[src/rtl/jtdsp16_pkg.sv]
// Shared encodings for the DSP16 external bus arbiter: FSM states and
// requester indices used by the round-robin "last served" bit.
package jtdsp16_pkg;

  typedef enum logic [1:0] {
    ST_IDLE = 2'd0,
    ST_BUS  = 2'd1,
    ST_GAP  = 2'd2
  } st_t;

  localparam logic REQ_PR = 1'b0;
  localparam logic REQ_DT = 1'b1;

endpackage

[src/rtl/jtdsp16_extarb_port.sv]
// One requester of the external arbiter: change detection on rq/key,
// pend/done bookkeeping and the read-data latch.
module jtdsp16_extarb_port
  import jtdsp16_pkg::*;
#(
  parameter int KW = 16,
  parameter int DW = 16
) (
  input  logic          clk,
  input  logic          rst,
  input  logic          rq,
  input  logic [KW-1:0] key,
  input  logic          busy,
  input  logic          serve,
  input  logic          rd,
  input  logic [DW-1:0] rdata,
  output logic          pend,
  output logic          done,
  output logic [DW-1:0] dout
);

  logic          prev_rq;
  logic [KW-1:0] prev_key;
  logic          stale;
  logic          start;

  // A new access starts on an rq rise or on a key change with rq held high.
  assign start = rq & (!prev_rq | (key != prev_key));

  // stale marks a bus cycle in flight whose request was restarted before
  // bus_ok: its result belongs to the old key, so it is re-issued instead.
  always_ff @(posedge clk) begin
    if (rst) begin
      prev_rq  <= 1'b0;
      prev_key <= '0;
      pend     <= 1'b0;
      done     <= 1'b0;
      stale    <= 1'b0;
      dout     <= '0;
    end else begin
      prev_rq  <= rq;
      prev_key <= key;
      if (serve && rq && rd && !stale) dout <= rdata;
      if (!rq) begin
        pend  <= 1'b0;
        done  <= 1'b0;
        stale <= 1'b0;
      end else if (start) begin
        pend  <= 1'b1;
        done  <= 1'b0;
        stale <= busy & !serve;
      end else if (serve) begin
        pend  <= stale;
        done  <= !stale;
        stale <= 1'b0;
      end
    end
  end

endmodule

[src/rtl/jtdsp16_extarb.sv]
// External bus arbiter for the DSP16: round-robin between program fetch
// and data port, one bus cycle at a time, with a turnaround GAP cycle.
module jtdsp16_extarb
  import jtdsp16_pkg::*;
#(
  parameter int AW = 16,
  parameter int DW = 16
) (
  input  logic          clk,
  input  logic          rst,
  input  logic          pr_rq,
  input  logic [AW-1:0] pr_addr,
  output logic [DW-1:0] pr_dout,
  output logic          pr_ok,
  input  logic          dt_rq,
  input  logic          dt_we,
  input  logic [AW-1:0] dt_addr,
  input  logic [DW-1:0] dt_din,
  output logic [DW-1:0] dt_dout,
  output logic          dt_ok,
  output logic          bus_cs,
  output logic          bus_we,
  output logic [AW-1:0] bus_addr,
  output logic [DW-1:0] bus_din,
  input  logic [DW-1:0] bus_dout,
  input  logic          bus_ok,
  output logic          ext_rq,
  output logic          ext_ok
);

  // Handshake: rq is a level held until ok is seen; dropping rq abandons
  // the access. bus_cs stays high until the single-cycle bus_ok pulse.
  st_t  st;
  logic win;
  logic last;
  logic pick;
  logic pr_pend, dt_pend;
  logic pr_busy, dt_busy;
  logic pr_serve, dt_serve;

  assign pr_busy  = (st == ST_BUS) && (win == REQ_PR);
  assign dt_busy  = (st == ST_BUS) && (win == REQ_DT);
  assign pr_serve = pr_busy & bus_ok;
  assign dt_serve = dt_busy & bus_ok;

  jtdsp16_extarb_port #(.KW(AW), .DW(DW)) u_pr (
    .clk   (clk),
    .rst   (rst),
    .rq    (pr_rq),
    .key   (pr_addr),
    .busy  (pr_busy),
    .serve (pr_serve),
    .rd    (1'b1),
    .rdata (bus_dout),
    .pend  (pr_pend),
    .done  (pr_ok),
    .dout  (pr_dout)
  );

  jtdsp16_extarb_port #(.KW(AW + 1), .DW(DW)) u_dt (
    .clk   (clk),
    .rst   (rst),
    .rq    (dt_rq),
    .key   ({dt_we, dt_addr}),
    .busy  (dt_busy),
    .serve (dt_serve),
    .rd    (!bus_we),
    .rdata (bus_dout),
    .pend  (dt_pend),
    .done  (dt_ok),
    .dout  (dt_dout)
  );

  // On a tie the requester not served last wins.
  always_comb begin
    pick = REQ_PR;
    if (pr_pend && dt_pend) pick = ~last;
    else if (dt_pend)       pick = REQ_DT;
  end

  always_ff @(posedge clk) begin
    if (rst) begin
      st       <= ST_IDLE;
      win      <= REQ_PR;
      last     <= REQ_DT;
      bus_cs   <= 1'b0;
      bus_we   <= 1'b0;
      bus_addr <= '0;
      bus_din  <= '0;
    end else begin
      case (st)
        ST_IDLE: begin
          if (pr_pend || dt_pend) begin
            win    <= pick;
            bus_cs <= 1'b1;
            st     <= ST_BUS;
            if (pick == REQ_DT) begin
              bus_addr <= dt_addr;
              bus_we   <= dt_we;
              bus_din  <= dt_din;
            end else begin
              bus_addr <= pr_addr;
              bus_we   <= 1'b0;
            end
          end
        end
        ST_BUS: begin
          if (bus_ok) begin
            bus_cs <= 1'b0;
            bus_we <= 1'b0;
            last   <= win;
            st     <= ST_GAP;
          end
        end
        ST_GAP:  st <= ST_IDLE;
        default: st <= ST_IDLE;
      endcase
    end
  end

  assign ext_rq = pr_rq | dt_rq;
  assign ext_ok = (!pr_rq | pr_ok) & (!dt_rq | dt_ok);

endmodule
[config.mk]
export PLATFORM = sky130hd
export DESIGN_NAME = jtdsp16_extarb
export DESIGN_NICKNAME = d
export VERILOG_FILES = /design/src/rtl/jtdsp16_pkg.sv /design/src/rtl/jtdsp16_extarb_port.sv /design/src/rtl/jtdsp16_extarb.sv
export SDC_FILE = /design/constraint.sdc
export NUM_CORES = 1
export LEC_CHECK = 0
export CAP_MARGIN = 40
export CORE_ASPECT_RATIO = 1.2
export CORE_MARGIN = 2
export CORE_UTILIZATION = 46
export CTS_BUF_LIST = sky130_fd_sc_hd__clkbuf_4 sky130_fd_sc_hd__clkbuf_8 sky130_fd_sc_hd__clkbuf_16
export DETAILED_ROUTE_END_ITERATION = 10
export GPL_ROUTABILITY_DRIVEN = 0
export PLACE_DENSITY_LB_ADDON = 0.2
export RECOVER_POWER = 50
export SYNTH_ARGS = -nofsm -noshare
export SYNTH_HDL_FRONTEND = slang
export SYNTH_HIERARCHICAL = 1
export SYNTH_SLANG_ARGS = --single-unit
[constraint.sdc]
create_clock -name clk -period 2 [get_ports clk]
set_input_delay 0.4 -clock clk [delete_from_list [all_inputs] [get_ports clk]]
set_output_delay 0.4 -clock clk [all_outputs]
set_load 0.02 [all_outputs]
* Yosys cells after proc, flatten, opt, wreduce, memory -nomap -nowiden
Index checks and enable logic that the tools add are counted.
Storage, ports and cells: register bits after elaboration 111, bits in latches 0, bits in writable memories 0, memory bits (read-only) 0, output and inout port bits 70, word-level logic and storage cells 91, memories 0
Cells by class: add/sub/neg operators 0, multipliers 0, div/mod/pow operators 0, magnitude comparators 0, eq/ne operators 5, shifts and indexed selects 0, mux-type cells 20, bitwise gates (word level) 16, reductions and logical operators 31
Operators by type and width (number):
- 17-bit != test | 1
- 16-bit two-way mux | 1
- 16-bit != test | 1
- 1-bit two-way mux | 14
- 1-bit zero test | 9
- 1-bit logical AND | 8
- 1-bit bitwise AND | 7
- 2-bit AND reduction | 3
- 3-bit AND reduction | 2
- 2-bit nonzero test | 3
- 3-bit OR reduction | 2
- 1-bit bitwise OR | 5
- 2-bit two-way mux | 2
- 2-bit != test, second input constant | 2
- 1-bit inverter | 4
- 1-bit one-hot mux with 2 select lines | 2
- 2-bit one-hot mux with 2 select lines | 1
- 2-bit OR reduction | 2
- 2-bit by 1-bit == test with 1-bit output, second input constant | 1
- 2-bit zero test | 1
- 1-bit logical OR | 1

* Logic depth before layout (Yosys ltp)
word-level depth 6, depth in mapped cells 9, depth with buffers taken out 7

* Hierarchy
The synthesis kept the hierarchy.
Modules (own cells, without submodules):
- jtdsp16_extarb | instances 1, cells an instance 204, area an instance 1769.2 sq um, sequential area each 760.7 sq um
- jtdsp16_extarb_port (u_dt) | instances 1, cells an instance 146, area an instance 1356.3 sq um, sequential area each 740.7 sq um
- jtdsp16_extarb_port (u_pr) | instances 1, cells an instance 143, area an instance 1327.5 sq um, sequential area each 720.7 sq um

* Worst setup path after synthesis
Ideal clock, no wire load.
path kind reg2reg, start reg st[0], end reg u_pr.dout[10], arrival 1.675 ns, required time 1.930 ns, slack 0.255 ns, stages on the path, launching flop included 9, buffers on the path 2, clock period less this slack 1.745 ns, cell sequence dfxtp_1 -> nand3b_1 -> nor2_1 -> nor2b_1 -> and3_1 -> clkbuf_1 -> buf_2 -> nand2_1 -> a21oi_1
On the way: longest elaborated chain between the ends 5
RTL lines:
- start: declaration | line jtdsp16_extarb.sv:33 | st_t st;
- start signal: assignment | line jtdsp16_extarb.sv:83 | st <= ST_IDLE;
- start signal: assignment | line jtdsp16_extarb.sv:96 | st <= ST_BUS;
- start signal: assignment | line jtdsp16_extarb.sv:112 | st <= ST_GAP;
- 2-bit by 1-bit == test with 1-bit output | line jtdsp16_extarb.sv:41 | assign pr_busy = (st == ST_BUS) && (win == REQ_PR);
- 1-bit logical AND | line jtdsp16_extarb.sv:41
- 1-bit bitwise AND | line jtdsp16_extarb.sv:43 | assign pr_serve = pr_busy & bus_ok;
- net pr_serve | line jtdsp16_extarb.sv:39 | logic pr_serve, dt_serve;
- 1-bit logical AND (2 in series) | line jtdsp16_extarb_port.sv:43 | if (serve && rq && rd && !stale) dout <= rdata;
- end signal: assignment | line jtdsp16_extarb_port.sv:43
- end: declaration | line jtdsp16_extarb_port.sv:19 | output logic [DW-1:0] dout
The timed path passes the listed nets, and every way through them passes these cells. A chain may end at the register's enable or synchronous reset.

* Worst setup path after layout
start in pr_rq, end out ext_rq
On the way: longest elaborated chain between the ends 1
RTL lines:
- start: declaration | line jtdsp16_extarb.sv:11 | input logic pr_rq,
- 1-bit bitwise OR | line jtdsp16_extarb.sv:121 | assign ext_rq = pr_rq | dt_rq;
- end: declaration | line jtdsp16_extarb.sv:27 | output logic ext_rq,
Every way passes these cells.

==> qor.yml <==
synth.area.top_cells: "dfxtp_1 50%, nand2_1 8.7%, a21oi_1 7.8%, nor2b_1 5.3%, xnor2_1 4.1%"
holdPathEnd: "u_pr/dout[6]$_SDFFE_PP0P_"
worstReg2RegEnd: "bus_addr[3]$_SDFFE_PP0P_"
final_nets: 710
insertion_delay_ns: 0.34
clockBufferDepth: 2
worstMarginPinSlew_ns: 1.06
slew_headroom_pct: 29.7
status: "finished, final reports clean"
cts_tree: "yes"
die_area_mm2: 0.0105
worstPathArrival_ns: 1.59
cts.sinks: 111
rsz0062_at_grt: "true"
layout_commonest_cell: "dfxtp_1"
clock.fmax_ghz: 0.503
avgSynthCellArea_um2: 9.03
cap_viol_max_count: 0
r2r_start: "u_pr/pend$_SDFFE_PP0P_"
yosys.area.top_type: "dfxtp_1"
synth_cells: 493
crit_chain: "dlygate4sd3_1 > or2_2 > dlygate4sd2_1"
crit_family: "buffers and inverters"
synth_xor_area_share_pct: 6.49
dp.cells: 752
drc: 0
yosysWarnings: 6
num-fill-cells: 815
stdcell_count: 768
cts_made_buffers: 9
core_mm2: 0.00947
synthMuxAreaShare_pct: 0.450
setup_viol_count_final: 0
crit_type: "in -> out"
ys_ff_latch: 111
synth_simple_gate_area_share_pct: 22.2
htree_levels: 3
final_area_mm2: 0.00633
fin_setup_tns_ns: 0
viasPerCell: 5.14
seq_area_frac_synth_pct: 49.9
dp_hpwl_um: 8500
track_usage_pct: 22.1
io_buffer_count: 139
antenna_found_initial: 0
synth-compound-area-share_pct: 16.2
synth_adder_area_share_pct: 0
start_util_pct: 47.0
crit_buf_inv: 2
fin_crit_sh_pct: 99.3
area_growth_pct: 42.1
cp-end-kind: "output pin"
fin_worst_skew_ns: 0.00830
drt_pass1_iterations: 4
period_needed_ns: 1.99
r2r_cells: 3
final_core_util_pct: 66.9
power_leakage_nw: 2.34
synth.top_cell.area_share_pct: 49.9
die_x_um: 93.8
ir_drop_mv: 0.551
synth_area_mm2: 0.00445
io_pins: 140
vias: 3946
grt_pass1_wl_um: 18500
hold_viol_final: 0
slowest_stage: "dlygate4sd3_1"
power.density_mw_per_mm2: 792
num_rows: 39
diodes: 0
worstSetupStartpointType: "input pin"
whs_path_depth: 2
dieHeight_um: 112
synth_top_family_by_area: "simple AND/OR/NAND/NOR gates"
cts_root_buf: "clkbuf_16"
cpPeakStageDelay_ns: 0.57
synth.distinct_cells: 44
final_cell_mix: "111 x dfxtp_1, 108 x clkdlybuf4s50_1, 103 x nand2_1, 68 x a21oi_1, 38 x nor2b_1"
drv_slew: 0
wirelength_um: 11600
hold_path_startpoint: "u_pr/dout[6]$_SDFFE_PP0P_"
path_clk_slew_ns: 0.07
grt-ovfl-total: 0
hold_path_class: "reg -> reg"
ant_nets: 0
grt_pass1_vias: 4005
path_max_fanout: 3
dr.first_iter.drc_count: 163
place_area_mm2: 0.00605
critPathRequiredTime_ns: 1.60
r2r_slack_ns: 0.15
grt_max_degree: 45
layout-drive-gt1-share_pct: 9.77
drt-wirelength-per-cell_um: 15.2
[power breakdown]
part	internal [W]	switching, W	leakage [nW]
logic	0.000377	0.000389	1.28
registers	0.00231	0.0000592	0.911
clock network	0.00103	0.000848	0.152
[registers in the layout, summed over array words and instances, names as in the netlist, 2 cells and up]
name / cells
u_dt/prev_key: 17
u_pr/dout: 16
bus_din: 16
u_dt/dout: 16
st: 2
u_pr/prev_key: 16
bus_addr: 16
[final cells by class]
class	count	area, um2	area share [%]
inverter	6	22.5	0.356
timing repair buffer	165	1600	25.2
clock inverter	6	75.1	1.19
multi-input combinational	347	2020	31.9
clock buffer	10	239	3.78
sequential	111	2220	35.1
tap	123	154	2.43
[synthesized netlist by cell type, drive strengths merged]
library cell / n
a21boi: 2
nand4b: 1
a21oi: 69
nand2: 103
and2: 1
nor2b: 38
xor2: 12
o21ai: 17
a22oi: 1
nor4: 4
o211a: 1
nand3: 19
clkbuf: 12
or2: 3
a211o: 1
mux2i: 2
dfxtp: 111
xnor2: 21
a311oi: 16
nand2b: 4
inv: 6
buf: 18
o21a: 1
or2b: 1
o41ai: 1
nand4: 5
a21bo: 1
nor3: 4
or4b: 1
conb: 1
nand3b: 1
and3: 3
o21bai: 1
nor2: 11
[through the flow]
step                worst slack (ns)  hold slack [ns]  power (W)
global placement              -0.151            0.442    0.00319
floorplan                      0.255            0.470    0.00283
global route                 -0.0135            0.471    0.00519
detailed placement            -0.169            0.447    0.00320
finish                        0.0138            0.456    0.00501
CTS                            0.134            0.448    0.00505
[routing by layer]
layer  wire, um  vias to the layer above  GRT usage (%)
li1           -                     1954              -
met1       4710                     1860           25.3
met2       6070                      114           40.0
met3        659                       18           4.80
met4        208                        0           7.54
met5          0                        -              0
[kinds of logic (layout without fill, tap and decap cells)]
group                  Yosys count  count (layout)
AO/OA/AOI/OAI                  111             111
XOR/XNOR                        33              33
buffers and inverters           36             187
flip-flops                     111             111
multiplexers                     2               2
other                            1               2
AND/OR/NAND/NOR                199             199
[timing repair]
| item | in CTS | in global routing |
|---|---|---|
| setup buffers | 0 | 0 |
| gates resized for setup | 2 | 1 |
| hold buffers | 0 | 0 |
| pin swaps | 0 | 2 |
| setup endpoints to repair | 2 | 2 |
[worst max-delay path by stage]
stage / start / end / slack (ns) / depth (start not counted)
6_report: pr_rq / ext_rq / 0.01 / 3
5_1_grt: pr_addr[4] / u_pr/pend$_SDFFE_PP0P_ / -0.01 / 6
4_1_cts: pr_rq / ext_rq / 0.13 / 3
3_5_place_dp: pr_addr[4] / u_pr/stale$_SDFFE_PP0P_ / -0.17 / 6
3_3_place_gp: pr_addr[4] / u_pr/stale$_SDFFE_PP0P_ / -0.15 / 6
2_1_floorplan: st[0]$_SDFFE_PP0P_ / u_pr/dout[10]$_SDFFE_PP0P_ / 0.25 / 8
[worst register-to-register path, delay by kind of cell, from the launching register on]
kind               cells  cell delay [ns]
AOI/OAI and AO/OA      2             0.47
and+or+nand+nor        1             0.84
DFF                    1             0.44
No activity file was read; power rests on OpenSTA's default activity.
